<file path="src/rtl/fetch_unit_pkg.sv">
// rtl/fetch_unit_pkg.sv - shared pcore types and constants for the IF stage
package fetch_unit_pkg;

   localparam int XLEN = 32;
   localparam logic [XLEN-1:0] RESET_PC = 32'h0000_0000;
   localparam logic [31:0] INSTR_NOP = 32'h0000_0013;

   typedef enum logic [3:0] {
      INSTR_MISALIGN   = 4'd0,
      INSTR_PAGE_FAULT = 4'd12
   } exc_code_t;

   typedef enum logic [6:0] {
      OPC_LOAD     = 7'b0000011,
      OPC_MISC_MEM = 7'b0001111,
      OPC_OP_IMM   = 7'b0010011,
      OPC_AUIPC    = 7'b0010111,
      OPC_STORE    = 7'b0100011,
      OPC_OP       = 7'b0110011,
      OPC_LUI      = 7'b0110111,
      OPC_BRANCH   = 7'b1100011,
      OPC_JALR     = 7'b1100111,
      OPC_JAL      = 7'b1101111,
      OPC_SYSTEM   = 7'b1110011
   } opcode_t;

   typedef struct packed {
      logic [XLEN-1:0] addr;
      logic            req;
      logic            req_kill;
      logic            icache_flush;
   } if2icache_t;

   typedef struct packed {
      logic [31:0] r_data;
      logic        ack;
   } icache2if_t;

   typedef struct packed {
      logic [XLEN-1:0] i_vaddr;
      logic            i_req;
   } if2mmu_t;

   typedef struct packed {
      logic [XLEN-1:0] i_paddr;
      logic            i_hit;
      logic            i_page_fault;
   } mmu2if_t;

   typedef struct packed {
      logic [31:0]     instr;
      logic [XLEN-1:0] pc;
      logic [XLEN-1:0] pc_next;
      exc_code_t       exc_code;
   } if2id_data_t;

   typedef struct packed {
      logic exc_req;
      logic irq_req;
   } if2id_ctrl_t;

   typedef struct packed {
      logic [XLEN-1:0] pc_new;
   } exe2if_fb_t;

   typedef struct packed {
      logic [XLEN-1:0] pc_new;
      logic            irq_req;
      logic            icache_flush;
   } csr2if_fb_t;

   typedef struct packed {
      logic csr_new_pc_req;
      logic exe_new_pc_req;
      logic wfi_req;
      logic if_stall;
   } fwd2if_t;

endpackage

</file>
<file path="src/rtl/fetch_unit.sv">
// rtl/fetch_unit.sv - pcore RV32 instruction-fetch stage (PC sequencing, fetch request, fetch exceptions)
module fetch_unit #(
   parameter logic [fetch_unit_pkg::XLEN-1:0] RESET_PC = fetch_unit_pkg::RESET_PC
) (
   input  logic                         clk,
   input  logic                         rst_n,
   output fetch_unit_pkg::if2icache_t   if2icache_o,
   input  fetch_unit_pkg::icache2if_t   icache2if_i,
   output fetch_unit_pkg::if2mmu_t      if2mmu_o,
   input  fetch_unit_pkg::mmu2if_t      mmu2if_i,
   output fetch_unit_pkg::if2id_data_t  if2id_data_o,
   output fetch_unit_pkg::if2id_ctrl_t  if2id_ctrl_o,
   input  fetch_unit_pkg::exe2if_fb_t   exe2if_fb_i,
   input  fetch_unit_pkg::csr2if_fb_t   csr2if_fb_i,
   input  fetch_unit_pkg::fwd2if_t      fwd2if_i
);
   import fetch_unit_pkg::*;

   logic [XLEN-1:0] pc_ff;
   logic [XLEN-1:0] pc_inc;
   logic            kill;
   logic            misalign;
   logic            exc_req;
   exc_code_t       exc_code;

   // Translation is resolved outside this stage; fetch never waits on the MMU hit
   logic unused_mmu;
   assign unused_mmu = ^{mmu2if_i.i_paddr, mmu2if_i.i_hit};

   assign pc_inc   = pc_ff + XLEN'(4);
   assign kill     = fwd2if_i.csr_new_pc_req | fwd2if_i.exe_new_pc_req;
   assign misalign = (pc_ff[1:0] != 2'b00);

   // PC register: redirects first (CSR over EXE), then hold conditions, else sequential +4
   always_ff @(posedge clk or negedge rst_n) begin
      if (!rst_n) begin
         pc_ff <= RESET_PC;
      end else if (fwd2if_i.csr_new_pc_req) begin
         pc_ff <= csr2if_fb_i.pc_new;
      end else if (fwd2if_i.exe_new_pc_req) begin
         pc_ff <= exe2if_fb_i.pc_new;
      end else if (fwd2if_i.wfi_req || fwd2if_i.if_stall || !icache2if_i.ack) begin
         pc_ff <= pc_ff;
      end else begin
         pc_ff <= pc_inc;
      end
   end

   // Fetch-side exception: misalignment outranks page fault; a redirect squashes both
   always_comb begin
      exc_req  = 1'b0;
      exc_code = INSTR_MISALIGN;
      if (misalign) begin
         exc_req = 1'b1;
      end else if (mmu2if_i.i_page_fault) begin
         exc_req  = 1'b1;
         exc_code = INSTR_PAGE_FAULT;
      end
      if (kill) begin
         exc_req = 1'b0;
      end
   end

   // Request, kill and pass-through outputs toward cache, MMU and decode
   always_comb begin
      if2icache_o.addr         = pc_ff;
      if2icache_o.req          = !misalign && !kill;
      if2icache_o.req_kill     = kill;
      if2icache_o.icache_flush = csr2if_fb_i.icache_flush;

      if2mmu_o.i_vaddr = pc_ff;
      if2mmu_o.i_req   = rst_n;

      if2id_data_o.pc       = pc_ff;
      if2id_data_o.pc_next  = pc_inc;
      if2id_data_o.exc_code = exc_code;
      if (icache2if_i.ack && !kill && !exc_req && !fwd2if_i.wfi_req) begin
         if2id_data_o.instr = icache2if_i.r_data;
      end else begin
         if2id_data_o.instr = INSTR_NOP;
      end

      if2id_ctrl_o.exc_req = exc_req;
      if2id_ctrl_o.irq_req = csr2if_fb_i.irq_req;
   end

endmodule

</file>
<file path="config.mk">
export PLATFORM = sky130hd
export DESIGN_NAME = fetch_unit
export DESIGN_NICKNAME = d
export VERILOG_FILES = /design/src/rtl/fetch_unit_pkg.sv /design/src/rtl/fetch_unit.sv
export SDC_FILE = /design/constraint.sdc
export NUM_CORES = 1
export LEC_CHECK = 0
export ABC_AREA = 0
export CAP_MARGIN = 20
export CORE_AREA = 5 5 116 118
export DETAILED_ROUTE_END_ITERATION = 6
export DIE_AREA = 0 0 121 123
export PLACE_DENSITY = 0.73
export SYNTH_ARGS = -nofsm -noshare
export SYNTH_HDL_FRONTEND = slang
export SYNTH_SLANG_ARGS = --single-unit
export TNS_END_PERCENT = 20
</file>
<file path="constraint.sdc">
create_clock -name clk -period 2.9 [get_ports clk]
set_input_delay 0.58 -clock clk [delete_from_list [all_inputs] [get_ports clk]]
set_output_delay 0.58 -clock clk [all_outputs]
set_load 0.005 [all_outputs]
</file>
---- Word level (Yosys, flattened, before mapping) ----
Cells that the tools add are included.
Widths: inputs -> output; s select.
word-level totals
  register bits after elaboration ......... 32
  input bits .............................. 139
  output and inout bits ................... 170
  word-level logic and storage cells ...... 25
cells by class
  add/subtract/negate cells ............... 1
  eq/ne operators ......................... 1
  multiplexer cells ....................... 9
  bitwise logic cells ..................... 1
  reduce and logical (&&, ||, !) cells .... 12
operator list
  operator               number
  $mux 32                4
  $add 32x3->32 const B  1
  $mux 4                 2
  $logic_not 1->1        5
  $logic_and 1x1->1      4
  $mux 1                 3
  $ne 3x3->1 const B     1
  $logic_or 1x1->1       2
  $reduce_bool 2->1      1
  $or 1x1->1             1

---- Longest topological paths before layout ----
  depth after elaboration ................. 7
  mapped depth ............................ 7
  gate-level depth less buffers ........... 6

---- Least setup slack after synthesis ----
No wires, ideal clock.
  path type ............................... reg2out
  start ................................... register pc_ff[15]
  end ..................................... output port if2id_data_o[35] (netlist name)
  data arrival time ....................... 1,812 ps
  required time ........................... 2,320 ps
  path slack .............................. 508 ps
  stages on the path, launching flop included .. 7
  path buffers ............................ 1
  path through ............................ dfrtp_1 -> buf_4 -> nand4_1 -> nor4_1 -> nand3_1 -> nor2_1 -> xor2_1
RTL lines
  item                    line              RTL
  start, declared         fetch_unit.sv:19  logic [XLEN-1:0] pc_ff;
  start signal, assigned  fetch_unit.sv:39  pc_ff <= csr2if_fb_i.pc_new;
  start signal, assigned  fetch_unit.sv:41  pc_ff <= exe2if_fb_i.pc_new;
  start signal, assigned  fetch_unit.sv:43  pc_ff <= pc_ff;
  end, declared           fetch_unit.sv:11  output fetch_unit_pkg::if2id_data_t if2id_data_o,

==> impl_metrics.yaml <==
timing:
  finalSetupViolCount: 0
  fin_worst_skew_ps: 3.89
  hold_viol_final: 0
  hold_ws_ps: 360
  min_period_over_period_pct: 99.4
  final_max_slew_viol_count: 0
  maxSlewHeadroom_pct: 50.7
  max_clock_freq_mhz: 347
  tns_ps: 0
  worst_pin_slew_ps: 736
  rsz0062_at_grt: "yes"
  fin_crit_ps: 2880
  timing.final.ws_setup_ps: 16.2
worst_setup_path:
  slowest_stage: "clkdlybuf4s50_1"
  critical_path_buf_inv_count: 4
  r2r_slack_ps: 910
  path_class: "input port to output port"
  ff2ff_path_depth: 9
  cp.depth: 7
  endpoint_kind: "output port"
  r2r-start: "pc_ff[10]$_DFFE_PN0P_"
  critPathMaxFanout: 16
  crit_top_cell: "clkdlybuf4s50_1"
  crit_path_start_kind: "input port"
  cp.required_ps: 2320
  cp_top_family: "buffers and inverters"
  timing.rr.end: "pc_ff[30]$_DFFE_PN0P_"
  critPathMaxStageDelay_ps: 490
  crit_chain: "clkdlybuf4s50_1, nor3_2, buf_4, and4b_2, buf_12, and2_1, clkdlybuf4s50_1"
  arrival_ps: 2300
finish:
  largestRegisters: "pc_ff: 32 flops"
  largest_reg_flops: 32
  final_common_cell: "clkdlybuf4s50_1"
  instances_no_fill: 826
  drive_gt1_share_pct: 14.5
  fin_util_pct: 50.8
  regMostFlops: "pc_ff"
  final_cell_mix: "clkdlybuf4s50_1, buf_4, dfrtp_1"
  diodes: 0
  syn_to_final_growth_pct: 91.9
  fin_nets: 793
drt:
  ant_nets: 0
  wire_per_inst_um: 19.2
  drt_iter0_markers: 198
  drc: 0
  wl_mm: 15.9
  drt-vias-per-instance: 4.72
  firstDrtPassIters: 7
  via_count: 3897
min_path:
  hp-class: "input port to asynchronous set/reset pin"
floorplan:
  coreArea_um2: 12400
  pin_count: 309
  dieArea_um2: 14900
  die_h_um: 123
  die_w_um: 121
  initial_utilization_pct: 26.5
  std_cell_rows: 41
clock_tree:
  numClockSinks: 32
  postCtsHoldBufs: 0
  numCtsBuffers: 5
  cts_max_level: 2
  clk_pin_slew_worst_paths_ps: 60
  clock_latency_ps: 280
  cts_buffer_depth: 2
  cts_tree: "yes"
  ctsRootBufferMaster: "clkbuf_16"
synthesis:
  ys.flop_type: "dfrtp_1"
  synth_top_area_share_pct: 24.5
  yosysWarnings: 0
  synth_largest_area_cell: "dfrtp_1"
  synth_area_um2: 3270
  syn_inst: 411
  synth_edf_count: 0
  syn_area_per_cell_um2: 7.96
  synth_area_leaders: "dfrtp_1, buf_4, xor2_1"
  synthArstFlopShare_pct: 100
  ys_types: 49
  seq_area_frac_synth_pct: 24.5
  ys_ff_latch: 32
grt:
  track_usage_pct: 19.7
  grt_overflow_total: 0
  grt_max_degree: 33
  grt_pass1_wl_mm: 22.9
  grt_pass1_vias: 4048
  antenna_found_initial: 1
job:
  drv_cap: 0
power:
  ir_drop_mv: 0.223
  cellLeakagePower_nw: 2.69
  power_density_nw_per_um2: 343
placement:
  place_ws_ps: -151
  port-buffer-count: 269
  routabilityCongestion: 0.817
  place_inst: 810
  dp_hpwl_mm: 12.6
status:
  status: "completed"
-- kinds of logic (layout without fill, tap and decap cells) --
group                      Yosys count  after routing  share of synthesized area (%)
and+or+nand+nor                    145            145                           25.4
DFF                                 32             32                           24.5
other                                1              2                          0.115
AOI/OAI and AO/OA                   80             80                           15.7
muxes                                5              5                           1.53
buffers and inverters              103            345                           20.6
xor gates and xnor gates            44             44                           11.8
adders and majority gates            1              1                          0.382
-- routing by layer --
metal	track usage (%)	wire, um
met1	24.6	6380
met4	3.68	187
met5	0	14
met3	5.44	1390
met2	34.2	7880
-- final cells by class --
class                           count  area [um2]
Fill cell                        1203        6080
Timing Repair Buffer              332        3180
Sequential cell                    32         801
Inverter                            5        18.8
Clock buffer                        5         125
Tap cell                          172         215
Clock inverter                      3        42.5
Multi-Input combinational cell    277        1900
-- cells in the mapped netlist (2+ instances only) --
| library cell | instances |
|---|---|
| buf_4 | 75 |
| dfrtp_1 | 32 |
| and2_1 | 31 |
| nand2_1 | 26 |
| xor2_1 | 24 |
| nor2_1 | 22 |
| a21oi_1 | 20 |
| xnor2_1 | 20 |
| o21ai_0 | 19 |
| clkbuf_1 | 17 |
| nand3_1 | 14 |
| nand4_1 | 12 |
| o22ai_1 | 11 |
| nor3_1 | 9 |
| a22oi_1 | 7 |
| and3_1 | 6 |
| nand2b_1 | 6 |
| buf_2 | 5 |
| mux2i_1 | 5 |
| nor4_1 | 5 |
| inv_1 | 4 |
| o21bai_1 | 4 |
| a222oi_1 | 3 |
| o2bb2ai_1 | 3 |
| a221oi_1 | 2 |
| nand4_2 | 2 |
| nor3b_1 | 2 |
| o311ai_0 | 2 |
| o31a_1 | 2 |
| or4_1 | 2 |
-- report_power, final --
part | switching (mW) | leakage, nW | internal [mW]
Sequential | 0.0514 | 0.375 | 0.494
Combinational | 0.381 | 2.23 | 0.615
Clock | 0.211 | 0.0798 | 0.404
Total | 0.643 | 2.69 | 1.51
-- through the flow --
step | instance area (um2) | total power, mW
finish | 6280 | 2.16
global route | 6280 | 2.27
CTS | 6160 | 2.18
detailed placement | 5960 | 1.54
global placement | 5960 | 1.53
floorplan | 3280 | 0.959
-- repair_timing --
item                       4_1_cts  5_1_grt
setup endpoints to repair       49       19
resized for setup               39       21
pin swaps                        4        4
gates cloned                     0        1
buffers inserted                 4        3
hold endpoints to repair         0        0
-- worst max-delay path by stage --
stage,end,startpoint,slack [ps]
after global placement,if2id_data_o[84],fwd2if_i[2],-160
after CTS,if2id_data_o[19],pc_ff[4]$_DFFE_PN0P_,-30
final,if2id_data_o[80],mmu2if_i[0],20
after floorplan,if2id_data_o[35],pc_ff[15]$_DFFE_PN0P_,510
after detailed placement,if2id_data_o[84],fwd2if_i[2],-150
after global routing,if2id_data_o[16],pc_ff[3]$_DFFE_PN0P_,-70
Note: power is estimated with default switching activity, not from simulation.
